File: src/rtl/morse_keyer.sv
// morse_keyer: turns accepted ASCII characters into an ITU Morse on/off
// keying waveform on key, with busy/letter_done/overrun/bad_char status.
module morse_keyer #(
   parameter int unsigned UNIT_CYCLES = 1,
   parameter int unsigned CNT_W       = 8
) (
   input  logic       clk,
   input  logic       rst,
   input  logic       new_letter,
   input  logic [7:0] char_in,
   output logic       key,
   output logic       busy,
   output logic       letter_done,
   output logic       overrun,
   output logic       bad_char
);

   typedef enum logic [2:0] {IDLE, MARK, ESPACE, LGAP, WGAP} state_t;

   localparam logic [CNT_W-1:0] CYC_LAST = CNT_W'(UNIT_CYCLES - 1);

   state_t           state_q, state_d;
   logic [7:0]       char_q, char_d;
   logic [CNT_W-1:0] cyc_q, cyc_d;
   logic [1:0]       unit_q, unit_d;
   logic [2:0]       elem_q, elem_d;
   logic             overrun_q, overrun_d;
   logic             bad_q, bad_d;

   logic [2:0]       len;
   logic [4:0]       pat;
   logic             is_dash;
   logic [1:0]       units_last;
   logic             unit_end;
   logic             state_done;

   // Letters and digits are the only supported non-space characters.
   function automatic logic is_supported(input logic [7:0] c);
      return (c >= "A" && c <= "Z") || (c >= "a" && c <= "z") ||
             (c >= "0" && c <= "9");
   endfunction

   // Returns {length, pattern}; pattern is left-aligned so element i is
   // bit [4-i], 1 = dash, 0 = dot. Lowercase folds onto uppercase.
   function automatic logic [7:0] lookup(input logic [7:0] c);
      logic [7:0] u;
      u = (c >= "a" && c <= "z") ? c - 8'h20 : c;
      case (u)
         "A": return {3'd2, 5'b01000};
         "B": return {3'd4, 5'b10000};
         "C": return {3'd4, 5'b10100};
         "D": return {3'd3, 5'b10000};
         "E": return {3'd1, 5'b00000};
         "F": return {3'd4, 5'b00100};
         "G": return {3'd3, 5'b11000};
         "H": return {3'd4, 5'b00000};
         "I": return {3'd2, 5'b00000};
         "J": return {3'd4, 5'b01110};
         "K": return {3'd3, 5'b10100};
         "L": return {3'd4, 5'b01000};
         "M": return {3'd2, 5'b11000};
         "N": return {3'd2, 5'b10000};
         "O": return {3'd3, 5'b11100};
         "P": return {3'd4, 5'b01100};
         "Q": return {3'd4, 5'b11010};
         "R": return {3'd3, 5'b01000};
         "S": return {3'd3, 5'b00000};
         "T": return {3'd1, 5'b10000};
         "U": return {3'd3, 5'b00100};
         "V": return {3'd4, 5'b00010};
         "W": return {3'd3, 5'b01100};
         "X": return {3'd4, 5'b10010};
         "Y": return {3'd4, 5'b10110};
         "Z": return {3'd4, 5'b11000};
         "0": return {3'd5, 5'b11111};
         "1": return {3'd5, 5'b01111};
         "2": return {3'd5, 5'b00111};
         "3": return {3'd5, 5'b00011};
         "4": return {3'd5, 5'b00001};
         "5": return {3'd5, 5'b00000};
         "6": return {3'd5, 5'b10000};
         "7": return {3'd5, 5'b11000};
         "8": return {3'd5, 5'b11100};
         "9": return {3'd5, 5'b11110};
         default: return '0;
      endcase
   endfunction

   // Decode the latched character and work out when the current state ends.
   always_comb begin
      {len, pat} = lookup(char_q);
      is_dash    = pat[3'd4 - elem_q];
      unit_end   = (cyc_q == CYC_LAST);
      case (state_q)
         MARK:    units_last = is_dash ? 2'd2 : 2'd0;
         LGAP:    units_last = 2'd2;
         WGAP:    units_last = 2'd3;
         default: units_last = 2'd0;
      endcase
      state_done = unit_end && (unit_q == units_last);
   end

   // Next-state, counters, acceptance and pulse generation.
   always_comb begin
      state_d   = state_q;
      char_d    = char_q;
      cyc_d     = cyc_q;
      unit_d    = unit_q;
      elem_d    = elem_q;
      overrun_d = new_letter && (state_q != IDLE);
      bad_d     = 1'b0;

      if (state_q != IDLE) begin
         if (unit_end) begin
            cyc_d  = '0;
            unit_d = unit_q + 1'b1;
         end else begin
            cyc_d = cyc_q + 1'b1;
         end
      end

      case (state_q)
         IDLE: begin
            if (new_letter) begin
               char_d = char_in;
               if (char_in == " ")
                  state_d = WGAP;
               else if (is_supported(char_in))
                  state_d = MARK;
               else
                  bad_d = 1'b1;
            end
         end
         MARK: begin
            if (state_done) begin
               unit_d  = '0;
               state_d = (elem_q == len - 3'd1) ? LGAP : ESPACE;
            end
         end
         ESPACE: begin
            if (state_done) begin
               unit_d  = '0;
               elem_d  = elem_q + 3'd1;
               state_d = MARK;
            end
         end
         LGAP, WGAP: begin
            if (state_done) begin
               unit_d  = '0;
               elem_d  = '0;
               state_d = IDLE;
            end
         end
         default: state_d = IDLE;
      endcase
   end

   // State and counter registers with synchronous reset.
   always_ff @(posedge clk) begin
      if (rst) begin
         state_q   <= IDLE;
         char_q    <= '0;
         cyc_q     <= '0;
         unit_q    <= '0;
         elem_q    <= '0;
         overrun_q <= 1'b0;
         bad_q     <= 1'b0;
      end else begin
         state_q   <= state_d;
         char_q    <= char_d;
         cyc_q     <= cyc_d;
         unit_q    <= unit_d;
         elem_q    <= elem_d;
         overrun_q <= overrun_d;
         bad_q     <= bad_d;
      end
   end

   assign key         = (state_q == MARK);
   assign busy        = (state_q != IDLE);
   assign letter_done = ((state_q == LGAP) || (state_q == WGAP)) && state_done;
   assign overrun     = overrun_q;
   assign bad_char    = bad_q;

endmodule

File: config.mk
export PLATFORM = sky130hd
export DESIGN_NAME = morse_keyer
export DESIGN_NICKNAME = d
export VERILOG_FILES = /design/src/rtl/morse_keyer.sv
export SDC_FILE = /design/constraint.sdc
export NUM_CORES = 1
export LEC_CHECK = 0
export ABC_AREA = 1
export BUFFER_PORTS_ARGS = -buffer_cell sky130_fd_sc_hd__buf_4
export CAP_MARGIN = 20
export CORE_UTILIZATION = 55
export CTS_BUF_LIST = sky130_fd_sc_hd__clkbuf_16
export CTS_CLUSTER_SIZE = 30
export DETAILED_ROUTE_END_ITERATION = 8
export PLACE_DENSITY = 0.76
export SKIP_CTS_REPAIR_TIMING = 1
export SLEW_MARGIN = 20
export SYNTH_ARGS = -nofsm -noshare
export SYNTH_HDL_FRONTEND = slang
export SYNTH_SLANG_ARGS = --single-unit
File: constraint.sdc
create_clock -name clk -period 2.8 [get_ports clk]
set_clock_uncertainty 0.2 [all_clocks]
set_input_delay 0 -clock clk [delete_from_list [all_inputs] [get_ports clk]]
set_output_delay 0 -clock clk [all_outputs]
set_load 0.05 [all_outputs]
== Yosys cells after proc, flatten, opt, wreduce, memory -nomap -nowiden ==
Memories as Yosys holds them, arrays and structs flattened.
Cells that the tools add are included.
Cells by class
  add/subtract/negate cells: 6
  magnitude comparators: 9
  equality and inequality tests: 12
  mux-type cells: 22
  bitwise gates (word level): 2
  reduce and logical (&&, ||, !) cells: 20
Operators by type and width (number)
  >= comparator 8 x 7 -> 1 bit, second input constant: 3
  <= comparator 8 x 7 -> 1 bit, second input constant: 3
  two-way mux 8 bit: 3
  two-way mux 3 bit: 7
  one-hot mux 3 bit (4 select lines): 1
  two-way mux 2 bit: 5
  adder 8 x 1 -> 8 bit, second input constant: 1
  == test 8 x 6 -> 1 bit, second input constant: 1
  >= comparator 8 x 6 -> 1 bit, second input constant: 1
  <= comparator 8 x 6 -> 1 bit, second input constant: 1
  logical NOT 8 bit: 1
  OR reduction 4 bit: 2
  subtractor 8 x 6 -> 8 bit, second input constant: 1
  logical AND 1 bit: 7
  == test 3 x 2 -> 1 bit, second input constant: 2
  inequality test 2 bit, second input constant: 3
  one-hot mux 2 bit (3 select lines): 1
  one-hot mux 3 bit (2 select lines): 1
  AND reduction 5 bit: 1
  less-than comparator 3 x 4 -> 1 bit, second input constant: 1
  adder 3 x 1 -> 3 bit, second input constant: 1
  binary-select mux 1 bit (select 3 bit): 1
  == test 3 x 1 -> 1 bit, second input constant: 1
  == test 3 bit: 1
  other kinds (16): 21
Word-level totals
  register bits: 26
  ROM bits: 1024
  word-level logic and storage cells: 79
  memories: 1
Memories
  (no name shown): depth 128, width 8, rd ports 1, clocked after Yosys merged registers in 0, wr ports 0, RTL line 48  | case (u)

== Depth between registers and ports, before layout ==
An unclocked memory read counts as a cell.
  word-level depth: 13
  depth in mapped cells: 22

== Worst setup path after synthesis ==
Ideal clock, no wire load.
  kind: register to register
  start: register char_q[1]
  end: register state_q[0]
  data arrival time: 2489 ps
  required time: 2536 ps
  slack: 48 ps
  cell stages (with the launch flop): 21
  path buffers: 0
  cells stage by stage: dfxtp_1 inv_1 ha_1 nor2_1 nand3_2 nand3_4 nand2_4 inv_4 nand2_2 nand2_1 nand2_1 nor2_1 inv_1 ha_1 xor2_1 o211ai_1 nor2_1 nor2_1 nand3_1 nand2_1 nor2_1
On the way
  cells in the longest elaborated chain, start to end: 13
  elaborated cells on any way between the ends: 22
  classes of those cells: add/sub: 2; order compare: 2; eq/ne: 5; mux: 9; reduce/logical: 3; memory: 1
RTL lines
  from (decl): RTL line 23  | logic [7:0] char_q, char_d;
  from (signal assigned): RTL line 170  | char_q <= char_d;
  >= comparator 8 x 7 -> 1 bit / <= comparator 8 x 7 -> 1 bit (equally long branches): RTL line 47  | u = (c >= "a" && c <= "z") ? c - 8'h20 : c;
  logical AND 1 bit: RTL line 47
  two-way mux 8 bit (*): RTL line 47
  memory (128 x 8 bit)
  two-way mux 8 bit (*): RTL line 48
  binary-select mux 1 bit (select 3 bit): RTL line 92  | is_dash = pat[3'd4 - elem_q];
  two-way mux 1 bit (not written as such): RTL line 92
  two-way mux 2 bit: RTL line 95  | MARK: units_last = is_dash ? 2'd2 : 2'd0;
  one-hot mux 2 bit (3 select lines): RTL line 94  | case (state_q)
  == test 2 bit: RTL line 100  | state_done = unit_end && (unit_q == units_last);
  logical AND 1 bit: RTL line 100
  inequality test 2 bit (no line) / inequality test 2 x 1 -> 1 bit (equally long branches)
  AND reduction 5 bit (no line)
  to (signal assigned): RTL line 169  | state_q <= state_d;
  to (decl): RTL line 22  | state_t state_q, state_d;
Mark *: on every way between the ends. The rest lies on a longest branch, timed or not. The select of a mux whose other input is x is not followed.
A chain may end at the register's enable or synchronous reset.

== Worst setup path after layout ==
  start: register char_q[0]
  end: output port letter_done
On the way
  cells in the longest elaborated chain, start to end: 12
  elaborated cells on any way between the ends: 14
  classes of those cells: add/sub: 1; order compare: 2; eq/ne: 1; mux: 6; reduce/logical: 3; memory: 1
RTL lines
  >= comparator 8 x 7 -> 1 bit / <= comparator 8 x 7 -> 1 bit (equally long branches): RTL line 47
  logical AND 1 bit: RTL line 47
  two-way mux 8 bit (*): RTL line 47
  memory (128 x 8 bit)
  two-way mux 8 bit (*): RTL line 48
  binary-select mux 1 bit (select 3 bit) (*): RTL line 92
  two-way mux 1 bit (not written as such) (*): RTL line 92
  two-way mux 2 bit (*): RTL line 95
  one-hot mux 2 bit (3 select lines) (*): RTL line 94
  == test 2 bit (*): RTL line 100
  logical AND 1 bit (*): RTL line 100
  logical AND 1 bit (*): RTL line 181  | assign letter_done = ((state_q == LGAP) || (state_q == WGAP)) && state_done;
  to (decl): RTL line 13  | output logic letter_done,
Marked as above.

==> run_results.csv <==
group,metric,value,unit
die,die_w,64.5,um
finish,nets,406,
die,rows,22,
worst_setup_path,r2r-end,"state_q[0]$_SDFFE_PP0P_",
global_routing,grt_max_degree,18,
finish,drive_gt1_share,18.9,%
pwr,power_frac_comb,64.6,%
detailed_routing,drcViolationCount,0,
worst_setup_path,cp_slowest_cell,"dfxtp_4",
finish,finalInstanceArea,2710,um^2
worst_setup_path,critPathMaxStageDelay,0.37,ns
synthesis,synthAdderAreaFrac,7.57,%
worst_setup_path,critPathCaptureType,"output pin",
worst_setup_path,ff2ff_path_depth,18,
synthesis,yosysUniqueCellTypes,42,
synthesis,synth_nets,365,
detailed_routing,vias_per_cell,5.40,
global_routing,track_usage,24.5,%
clocking,cts-root-buf,"clkbuf_16",
synthesis,synth-compound-area-share,16.2,%
pwr,seq_power_share,20.2,%
min_path,holdPathEnd,"char_q[7]$_SDFFE_PP0P_",
place,port-buffer-count,15,
sta,min_period,2.62,ns
min_path,hold_path_depth,2,
detailed_routing,detail_route.wl_per_cell,11.7,um
min_path,min-delay-start,"char_q[7]$_SDFFE_PP0P_",
worst_setup_path,r2r_slack,0.19,ns
synthesis,synth-edff-count,0,
die,dieArea,4160,um^2
pwr,net-switching-power,1.34,mW
die,start_util,57.8,%
finish,final_common_cell,"nand2_1",
detailed_routing,totalWireLength,5030,um
worst_setup_path,reg2reg_from,"char_q[1]$_SDFFE_PP0P_",
global_routing,grt_pass1_wl,8140,um
synthesis,syn-cell-area,2150,um^2
run,maxCapViolCount,0,
clocking,cts_tree,"yes",
die,die_y,64.5,um
place,dpl.cell_count,414,
die,io_pins,16,
place,gp_congestion,0.915,
sta,tightest_slew,0.675,ns
detailed_routing,ant_nets,0,
sta,fmax,381,MHz
clocking,cts_buffer_depth,2,
detailed_routing,drt_iter0_drc,176,
synthesis,synthXorXnorAreaFrac,1.63,%
synthesis,async_flop_share,0,%
finish,synthToLayoutAreaGrowth,26.1,%
pwr,power.leakage,1.21,nW
sta,hold_viol_final,0,
finish,final_cell_count_no_fill,429,
finish,diodes,0,
synthesis,ys_seq_elements,26,
sta,relSlewSlack,54.6,%
die,fp.coreArea,3720,um^2
synthesis,ys.flop_type,"dfxtp_1",
worst_setup_path,cp_common_cell,"nand3_1",
sta,fin_crit_sh,93.7,%
synthesis,syn_area_per_cell,6.30,um^2
worst_setup_path,required,2.60,ns
clocking,clkSinkCount,26,
worst_setup_path,path_cells,"inv_2, buf_4, ha_1, nand2_1, nand3_1, nand3_1, o21ai_1, o21ai_1, nand3_1, a21oi_2, nand2_2, nand3_1, nand3_2, nor2_1, buf_6",
finish,fillCellCount,284,
worst_setup_path,critPathMaxFanout,5,
clocking,clk_pin_slew,0.06,ns
finish,layout_common_cells,"nand2_1, nor2_1, inv_1",
place,hpwlAfterDp,3710,um
min_path,min_path_type,"reg2reg",
pwr,p_sw_share,48.8,%
pwr,cellPowerDensity,1010,nW/um^2
synthesis,synth_top_family_by_area,"simple AND/OR/NAND/NOR gates",
pwr,vdd_drop_max,0.720,mV
place,place_area,2390,um^2
outcome,status,"completed",
pwr,internal_power,1.41,mW
worst_setup_path,crit_type,"reg2out",
synthesis,synthCells,341,
synthesis,synth_mux_area_share,0,%
synthesis,synth-simple-area-share,39.5,%
global_routing,grt_antenna_before_repair,0,
worst_setup_path,arrival,2.42,ns
synthesis,ys_seq_area_share,24.2,%
worst_setup_path,crit_family,"simple AND/OR/NAND/NOR gates",
sta,drv_slew,0,
global_routing,grt_pass1_vias,1867,
clocking,clock_latency,0.27,ns
clocking,numCtsBuffers,3,
worst_setup_path,path_buf_inv,3,
detailed_routing,vias,2316,
global_routing,grt_overflow,0,
clocking,cts-htree-levels,1,
sta,setup_viol,0,
detailed_routing,dr.pass1.iters,5,
synthesis,ys_warn_count,0,
worst_setup_path,startpoint_type,"flip-flop",
pwr,clockPowerShare,15.2,%
metrics by stage:
step	power [mW]	hold WS [ns]	setup slack, ns	TNS (ns)	util [%]
5_1_grt	2.98	0.324	-0.00196	-0.00196	72.9
3_5_place_dp	2.19	0.0419	0.0374	0	64.3
4_1_cts	2.61	-0.239	0.0311	0	67.1
6_report	2.75	0.292	0.177	0	72.9
3_3_place_gp	2.17	0.0415	0.150	0	64.3
2_1_floorplan	1.79	-0.131	0.0476	0	-
area by class of cell:
| cell class | instances | area, um^2 | area share, % |
|---|---|---|---|
| clock inverters | 1 | 30.0 | 1.11 |
| multi-input cells | 262 | 1490 | 55.1 |
| repair buffers | 42 | 344 | 12.7 |
| well taps | 48 | 60.1 | 2.22 |
| clock buffers | 3 | 75.1 | 2.77 |
| inverters | 47 | 179 | 6.61 |
| flip-flops and latches | 26 | 527 | 19.4 |
routing by layer:
metal	GRT usage [%]	routed length (um)	part of all wire, %
met5	0	0	0
met4	7.78	65	1.3
met3	3.87	236	4.7
met2	37.0	2220	44
met1	35.2	2510	50
registers in the layout, summed over array words and instances (netlist names):
| signal | cells |
|---|---|
| unit_q | 2 |
| cyc_q | 8 |
| bad_char | 1 |
| elem_q | 3 |
| char_q | 8 |
| state_q | 3 |
| overrun | 1 |
cells by family (layout without fill, tap and decap cells):
group / count (synthesis) / after routing
simple gates: 184 / 184
compound gates: 61 / 61
buf+inv: 53 / 93
flops: 26 / 26
fa+ha+maj: 13 / 13
xor+xnor: 4 / 4
synth_stat cells, types with 3 or more instances:
library cell	n	share of area, %
nand2_1	68	12
inv_2	3	0.52
dfxtp_1	26	24
nor3_1	7	1.6
nand2_2	8	2.3
nor4_1	5	1.5
o21ai_1	6	1.4
xor2_1	3	1.2
o21ai_0	15	3.5
o211ai_1	3	1.0
nor2_1	53	9.3
inv_1	42	7.3
ha_1	13	7.6
a21oi_1	25	5.8
nand4_1	5	1.5
nand3_1	26	6.1
power by group through the flow:
stage               clock, mW  combinational, mW  sequential, mW
global placement            0               1.62           0.544
global route            0.434               1.98           0.567
CTS                     0.422               1.65           0.541
detailed placement          0               1.64           0.547
finish                  0.418               1.78           0.555
floorplan                   0               1.23           0.561
worst max path at each step:
stage / slack (ns) / from / cells past startpoint / to
after floorplan: 0.05 / char_q[1]$_SDFFE_PP0P_ / 20 / state_q[0]$_SDFFE_PP0P_
after global placement: 0.15 / char_q[0]$_SDFFE_PP0P_ / 20 / state_q[0]$_SDFFE_PP0P_
after detailed placement: 0.04 / char_q[0]$_SDFFE_PP0P_ / 20 / state_q[0]$_SDFFE_PP0P_
after CTS: 0.03 / char_q[0]$_SDFFE_PP0P_ / 20 / state_q[0]$_SDFFE_PP0P_
after global routing: -0.002 / char_q[0]$_SDFFE_PP0P_ / 15 / letter_done
final: 0.18 / char_q[0]$_SDFFE_PP0P_ / 15 / letter_done
worst register-to-register path: cells and delay by family (launching register included):
| family | cells | cell delay [ns] |
|---|---|---|
| buffers and inverters | 4 | 0.44 |
| and+or+nand+nor | 9 | 0.74 |
| AOI/OAI and AO/OA | 2 | 0.18 |
| adders and majority gates | 2 | 0.48 |
| DFF | 1 | 0.37 |
| xor gates and xnor gates | 1 | 0.14 |
Power figures use the tool's default switching activity.
